--- config.mk ---
export PLATFORM = sky130hd
export DESIGN_NAME = weight_row_loader
export DESIGN_NICKNAME = d
export VERILOG_FILES = /design/src/rtl/weight_row_loader_pkg.sv /design/src/rtl/weight_row_loader_edge.sv /design/src/rtl/weight_row_loader.sv
export SDC_FILE = /design/constraint.sdc
export NUM_CORES = 2
export LEC_CHECK = 0
export BUFFER_PORTS_ARGS = -buffer_cell sky130_fd_sc_hd__buf_2
export CAP_MARGIN = 30
export CORE_AREA = 10 10 569 571
export DETAILED_ROUTE_END_ITERATION = 6
export DIE_AREA = 0 0 579 581
export PLACE_DENSITY = 0.43
export SLEW_MARGIN = 20
export SYNTH_ARGS = -nofsm -noshare
export SYNTH_HDL_FRONTEND = slang
export SYNTH_SLANG_ARGS = --single-unit
--- constraint.sdc ---
create_clock -name clk -period 2.8 [get_ports clk]
set_clock_uncertainty 0.2 [all_clocks]
set_input_delay 0.28 -clock clk [delete_from_list [all_inputs] [get_ports clk]]
set_output_delay 0.28 -clock clk [all_outputs]
set_load 0.02 [all_outputs]
--- src/rtl/weight_row_loader_pkg.sv ---
// Shared definitions for the weight fill and row loader stages: the loader
// FSM state encoding and the width rule for row index signals.
package weight_row_loader_pkg;

    typedef enum logic [1:0] {
        ST_IDLE   = 2'd0,
        ST_SHIFT  = 2'd1,
        ST_COMMIT = 2'd2,
        ST_HOLD   = 2'd3
    } loader_state_e;

    // Bits needed to index n rows; never narrower than one bit so a 1x1
    // array still has a legal index port.
    function automatic int row_idx_w(input int n);
        return (n > 1) ? $clog2(n) : 1;
    endfunction

endpackage

--- src/rtl/weight_row_loader_edge.sv ---
// Registered rising-edge detector. The registered copy clears on reset, so a
// level that is already high when reset lifts reads as a rising edge on the
// first clock.
module edge_detect_rise (
    input  logic clk,
    input  logic reset,
    input  logic sig,
    output logic rise
);

    logic sig_q;

    // Keep last cycle's level to compare against the current one.
    always_ff @(posedge clk or negedge reset) begin
        if (!reset) begin
            sig_q <= 1'b0;
        end else begin
            sig_q <= sig;
        end
    end

    assign rise = sig & ~sig_q;

endmodule

--- src/rtl/weight_row_loader.sv ---
// Weight row loader: on a fill_done rising edge, captures the full weight
// matrix, streams the requested number of rows (row 0 first) toward the
// systolic array, pulses weight_load once, then holds the weights as resident
// until the compute controller releases them.
// "release" is a reserved word, so the controller's release pulse arrives on
// release_req.
module weight_row_loader
    import weight_row_loader_pkg::*;
#(
    parameter int data_size     = 16,
    parameter int array_size    = 9,
    parameter int dim_data_size = 16
) (
    input  logic                                      clk,
    input  logic                                      reset,
    input  logic                                      fill_done,
    input  logic [data_size*array_size*array_size-1:0] weight_in,
    input  logic [dim_data_size-1:0]                  weight_rows,
    input  logic                                      release_req,
    output logic [data_size*array_size-1:0]           row_data,
    output logic                                      row_valid,
    output logic [row_idx_w(array_size)-1:0]          row_index,
    output logic                                      weight_load,
    output logic                                      ready,
    output logic                                      busy,
    output logic                                      overrun
);

    localparam int ROW_W = data_size * array_size;
    localparam int MAT_W = ROW_W * array_size;
    localparam int IDX_W = row_idx_w(array_size);
    localparam int CNT_W = $clog2(array_size + 1);

    loader_state_e    state;
    logic [MAT_W-1:0] weight_buf;
    logic [MAT_W-1:0] buf_shifted;
    logic [CNT_W-1:0] rows_left;
    logic             fill_rise;

    // A zero or oversized request means "load the whole array".
    function automatic logic [CNT_W-1:0] clamp_rows(input logic [dim_data_size-1:0] req);
        if (req == '0 || req > dim_data_size'(array_size)) begin
            return CNT_W'(array_size);
        end
        return req[CNT_W-1:0];
    endfunction

    edge_detect_rise u_fill_edge (
        .clk   (clk),
        .reset (reset),
        .sig   (fill_done),
        .rise  (fill_rise)
    );

    // Buffer as it will look once the row currently on row_data is consumed.
    always_comb begin
        buf_shifted = weight_buf << ROW_W;
    end

    // Loader FSM with registered outputs. The buffer's top slice is always
    // the row being presented; rows_left counts rows still to present,
    // including the current one.
    always_ff @(posedge clk or negedge reset) begin
        if (!reset) begin
            state       <= ST_IDLE;
            weight_buf  <= '0;
            rows_left   <= '0;
            row_data    <= '0;
            row_valid   <= 1'b0;
            row_index   <= '0;
            weight_load <= 1'b0;
            ready       <= 1'b0;
            busy        <= 1'b0;
            overrun     <= 1'b0;
        end else begin
            // A new matrix arriving while the previous one is still in use
            // is lost; remember that it happened.
            if (fill_rise && state != ST_IDLE) begin
                overrun <= 1'b1;
            end

            case (state)
                ST_IDLE: begin
                    if (fill_rise) begin
                        weight_buf <= weight_in;
                        rows_left  <= clamp_rows(weight_rows);
                        row_data   <= weight_in[MAT_W-1 -: ROW_W];
                        row_valid  <= 1'b1;
                        row_index  <= '0;
                        busy       <= 1'b1;
                        state      <= ST_SHIFT;
                    end
                end

                ST_SHIFT: begin
                    if (rows_left == CNT_W'(1)) begin
                        row_data    <= '0;
                        row_valid   <= 1'b0;
                        row_index   <= '0;
                        rows_left   <= '0;
                        weight_load <= 1'b1;
                        state       <= ST_COMMIT;
                    end else begin
                        weight_buf <= buf_shifted;
                        row_data   <= buf_shifted[MAT_W-1 -: ROW_W];
                        row_index  <= row_index + IDX_W'(1);
                        rows_left  <= rows_left - CNT_W'(1);
                    end
                end

                ST_COMMIT: begin
                    weight_load <= 1'b0;
                    busy        <= 1'b0;
                    ready       <= 1'b1;
                    state       <= ST_HOLD;
                end

                ST_HOLD: begin
                    if (release_req) begin
                        ready <= 1'b0;
                        state <= ST_IDLE;
                    end
                end

                default: begin
                    state <= ST_IDLE;
                end
            endcase
        end
    end

endmodule

==> out/metrics.csv <==
metric;value;unit
mean post-synth cell area;10.7;um^2
Area growth, synth to finish;60.1;%
CP Max Fanout;16;
Net Switching;40900;uW
syn nets;6736;
Post-Synthesis Cells;5413;
final hold violations;0;
Via density;4.24;
fill count;32300;
share of cells above drive strength 1;23.9;%
R2R setup slack;0.14;ns
critical path data arrival time;3.20;ns
commonest non-fill, non-tap cell in the layout;dlygate4sd3_1;
clock-pin slew on the worst setup and hold paths;0.06;ns
initial antenna violation count;124;
leakage;0.0402;uW
die height;581;um
library cells used by synthesis;43;
Async S/R FF share, synth;100;%
die width;579;um
H-tree levels;4;
WS Path Type;flip-flop to flip-flop;
Fmax;0.376;GHz
post-synthesis sequential area ratio;56.7;%
clock sink count;1312;
top_reg_cell synth;dfrtp_1;
sw frac;40.5;%
CTS tree;yes;
total grt overflow;0;
hold crit path type;input port to flip-flop;
Yosys warning count;0;
FF+latch count, synth;1312;
internal cell power;59900;uW
via count of the routed design;54300;
Worst VDD drop;0.000805;V
final setup TNS;0;ns
DR iter-0 viols;3496;
Post-synth EDFFs;0;
Max-slew headroom;44.0;%
MaxCap Viol Count;0;
core region area;311000;um^2
RSZ-0062 raised after global routing;no;
Remaining DRCs;0;
crit end category;flip-flop;
Crit. Startpoint;state[0];
detailed placement HPWL;217;mm
clock root buffer;clkbuf_16;
IO Pins;1469;
FP Rows;205;
routed len/inst;22.2;um
Sequential Power Share;35.6;%
Clk Latency, worst-skew pair;0.82;ns
die area;336000;um^2
RePlAce Congestion;0.866;
power density cells;1090;nW/um^2
fin cells;12800;
Final period util;95.0;%
I/O Buffers;1468;
Min-Delay Endpoint;weight_buf[111];
# setup viols final;0;
first-pass GRT wire length;407;mm
hold-critical path depth;3;
Clk network pwr share;21.6;%
R2R cell count;9;
Crit Reg-Reg Startpoint;state[0];
placed cell count;10900;
GRT Overall Usage;16.1;%
Final Power;101000;uW
initial cell density of the core;18.6;%
TritonCTS buffer count;162;
post-CTS sizing;0;
hold path start;weight_in[111];
Final Max Slew Viols;0;
Routed WL;285;mm
Logic pwr share;42.9;%
Slew @ Worst Pin;0.839;ns
Startpoint Class;flip-flop;
reg2reg end;rows_left[2];
vias in the first global route;57100;
pin count of the biggest net entering global routing;107;
ANT nets after route;0;
CP Data Required Time;3.34;ns
clock buffer depth;4;
Post-Syn Area;57900;um^2
# nets final;9772;
drt pass-1 iters;7;
outcome;complete, no violations;
most frequent cells in the layout;dlygate4sd3_1 (1506), buf_2 (1467), dfrtp_1 (1312);
Min Clock Period, post-route;2.66;ns
==> cell type report <==
cell class	count	area (um^2)	share of cell area (%)
diodes	102	255	0.275
repair buffers	3295	26000	28.1
multi-input cells	3670	23000	24.8
inverters	8	30.0	0.0324
clock buffers	234	4700	5.07
well taps	4140	5180	5.59
flip-flops and latches	1312	32800	35.4
clock inverters	49	687	0.741
==> routing by layer <==
metal / GRT usage, % / vias up / wire, um
met1: 21.6 / 26600 / 126000
met3: 3.48 / 545 / 18700
met4: 5.76 / 22 / 11200
met2: 25.5 / 1946 / 128000
li1: - / 25200 / -
met5: 0 / - / 137
==> synthesized netlist by cell type (2+ instances only) <==
master | instances | area share [%]
a21oi_1 | 1009 | 8.7
a221oi_1 | 56 | 0.85
a22o_1 | 147 | 2.2
a22oi_1 | 91 | 1.2
buf_1 | 8 | 0.052
buf_2 | 300 | 2.6
buf_4 | 33 | 0.43
buf_6 | 6 | 0.12
clkbuf_1 | 76 | 0.49
dfrtp_1 | 1312 | 57
ha_1 | 7 | 0.15
inv_1 | 7 | 0.045
mux2i_1 | 1008 | 17
nand2_1 | 189 | 1.2
nand2b_1 | 2 | 0.022
nand3_1 | 2 | 0.017
nor2_1 | 1121 | 7.3
nor3_1 | 2 | 0.017
nor4_1 | 4 | 0.043
o211ai_1 | 2 | 0.026
o21ai_0 | 8 | 0.069
o21ai_1 | 2 | 0.017
==> flip-flops by register name, summed over array words and instances (netlist names) <==
name and cells:
state 2, ready 1, row_valid 1, rows_left 4
overrun 1, busy 1, row_data 144, weight_load 1
u_fill_edge.sig_q 1, row_index 4, weight_buf 1152
==> through the flow <==
step / area [um^2] / utilization (%) / setup slack, ns / hold slack, ns
global route: 92600 / 29.8 / 0.0194 / 0.00812
finish: 92700 / 29.8 / 0.140 / 0.0629
global placement: 71900 / 23.1 / 0.171 / 0.213
CTS: 92400 / 29.7 / 0.0762 / 0.000634
floorplan: 57900 / - / 0.679 / -0.216
detailed placement: 71900 / 23.1 / 0.119 / 0.215
==> repair_timing <==
action / CTS / global route
hold buffers: 1507 / 0
hold endpoints to repair: 2146 / 0
setup endpoints to repair: 0 / 55
buffers inserted: 0 / 4
==> worst max-delay path by stage <==
stage | depth (start not counted) | endpoint
2_1_floorplan | 9 | weight_buf[1011]
6_report | 9 | rows_left[2]
3_3_place_gp | 6 | weight_buf[275]
5_1_grt | 9 | rows_left[2]
4_1_cts | 9 | weight_buf[941]
3_5_place_dp | 9 | weight_buf[795]
==> power by group through the flow <==
stage	clock network (uW)	registers, uW	logic [uW]
6_report	21700	35900	43200
5_1_grt	23100	36900	47700
4_1_cts	22400	35800	43500
3_5_place_dp	0	36100	41400
3_3_place_gp	0	35900	40700
2_1_floorplan	0	33900	27400
==> kinds of logic (layout without fill, tap and decap cells) <==
family	after synthesis	count (layout)	share of synthesized area, %
mux	1009	1009	17.4
compound gates	1325	1325	13.2
simple gates	1328	1328	8.71
fa+ha+maj	7	7	0.151
other cells	0	102	0
buf+inv	431	3586	3.73
flops	1312	1312	56.7
xor+xnor	1	1	0.0151
==> critical path, stage by stage (launching register included) <==
cell and delay [ns]:
dfrtp_1 0.37, buf_4 0.16, ha_4 0.19, buf_12 0.16, buf_4 0.22, nor2_4 0.24
buf_12 0.25, nand2_1 0.09, o211ai_1 0.15, dlygate4sd3_1 0.56
No activity file was read; power rests on OpenSTA's default activity.
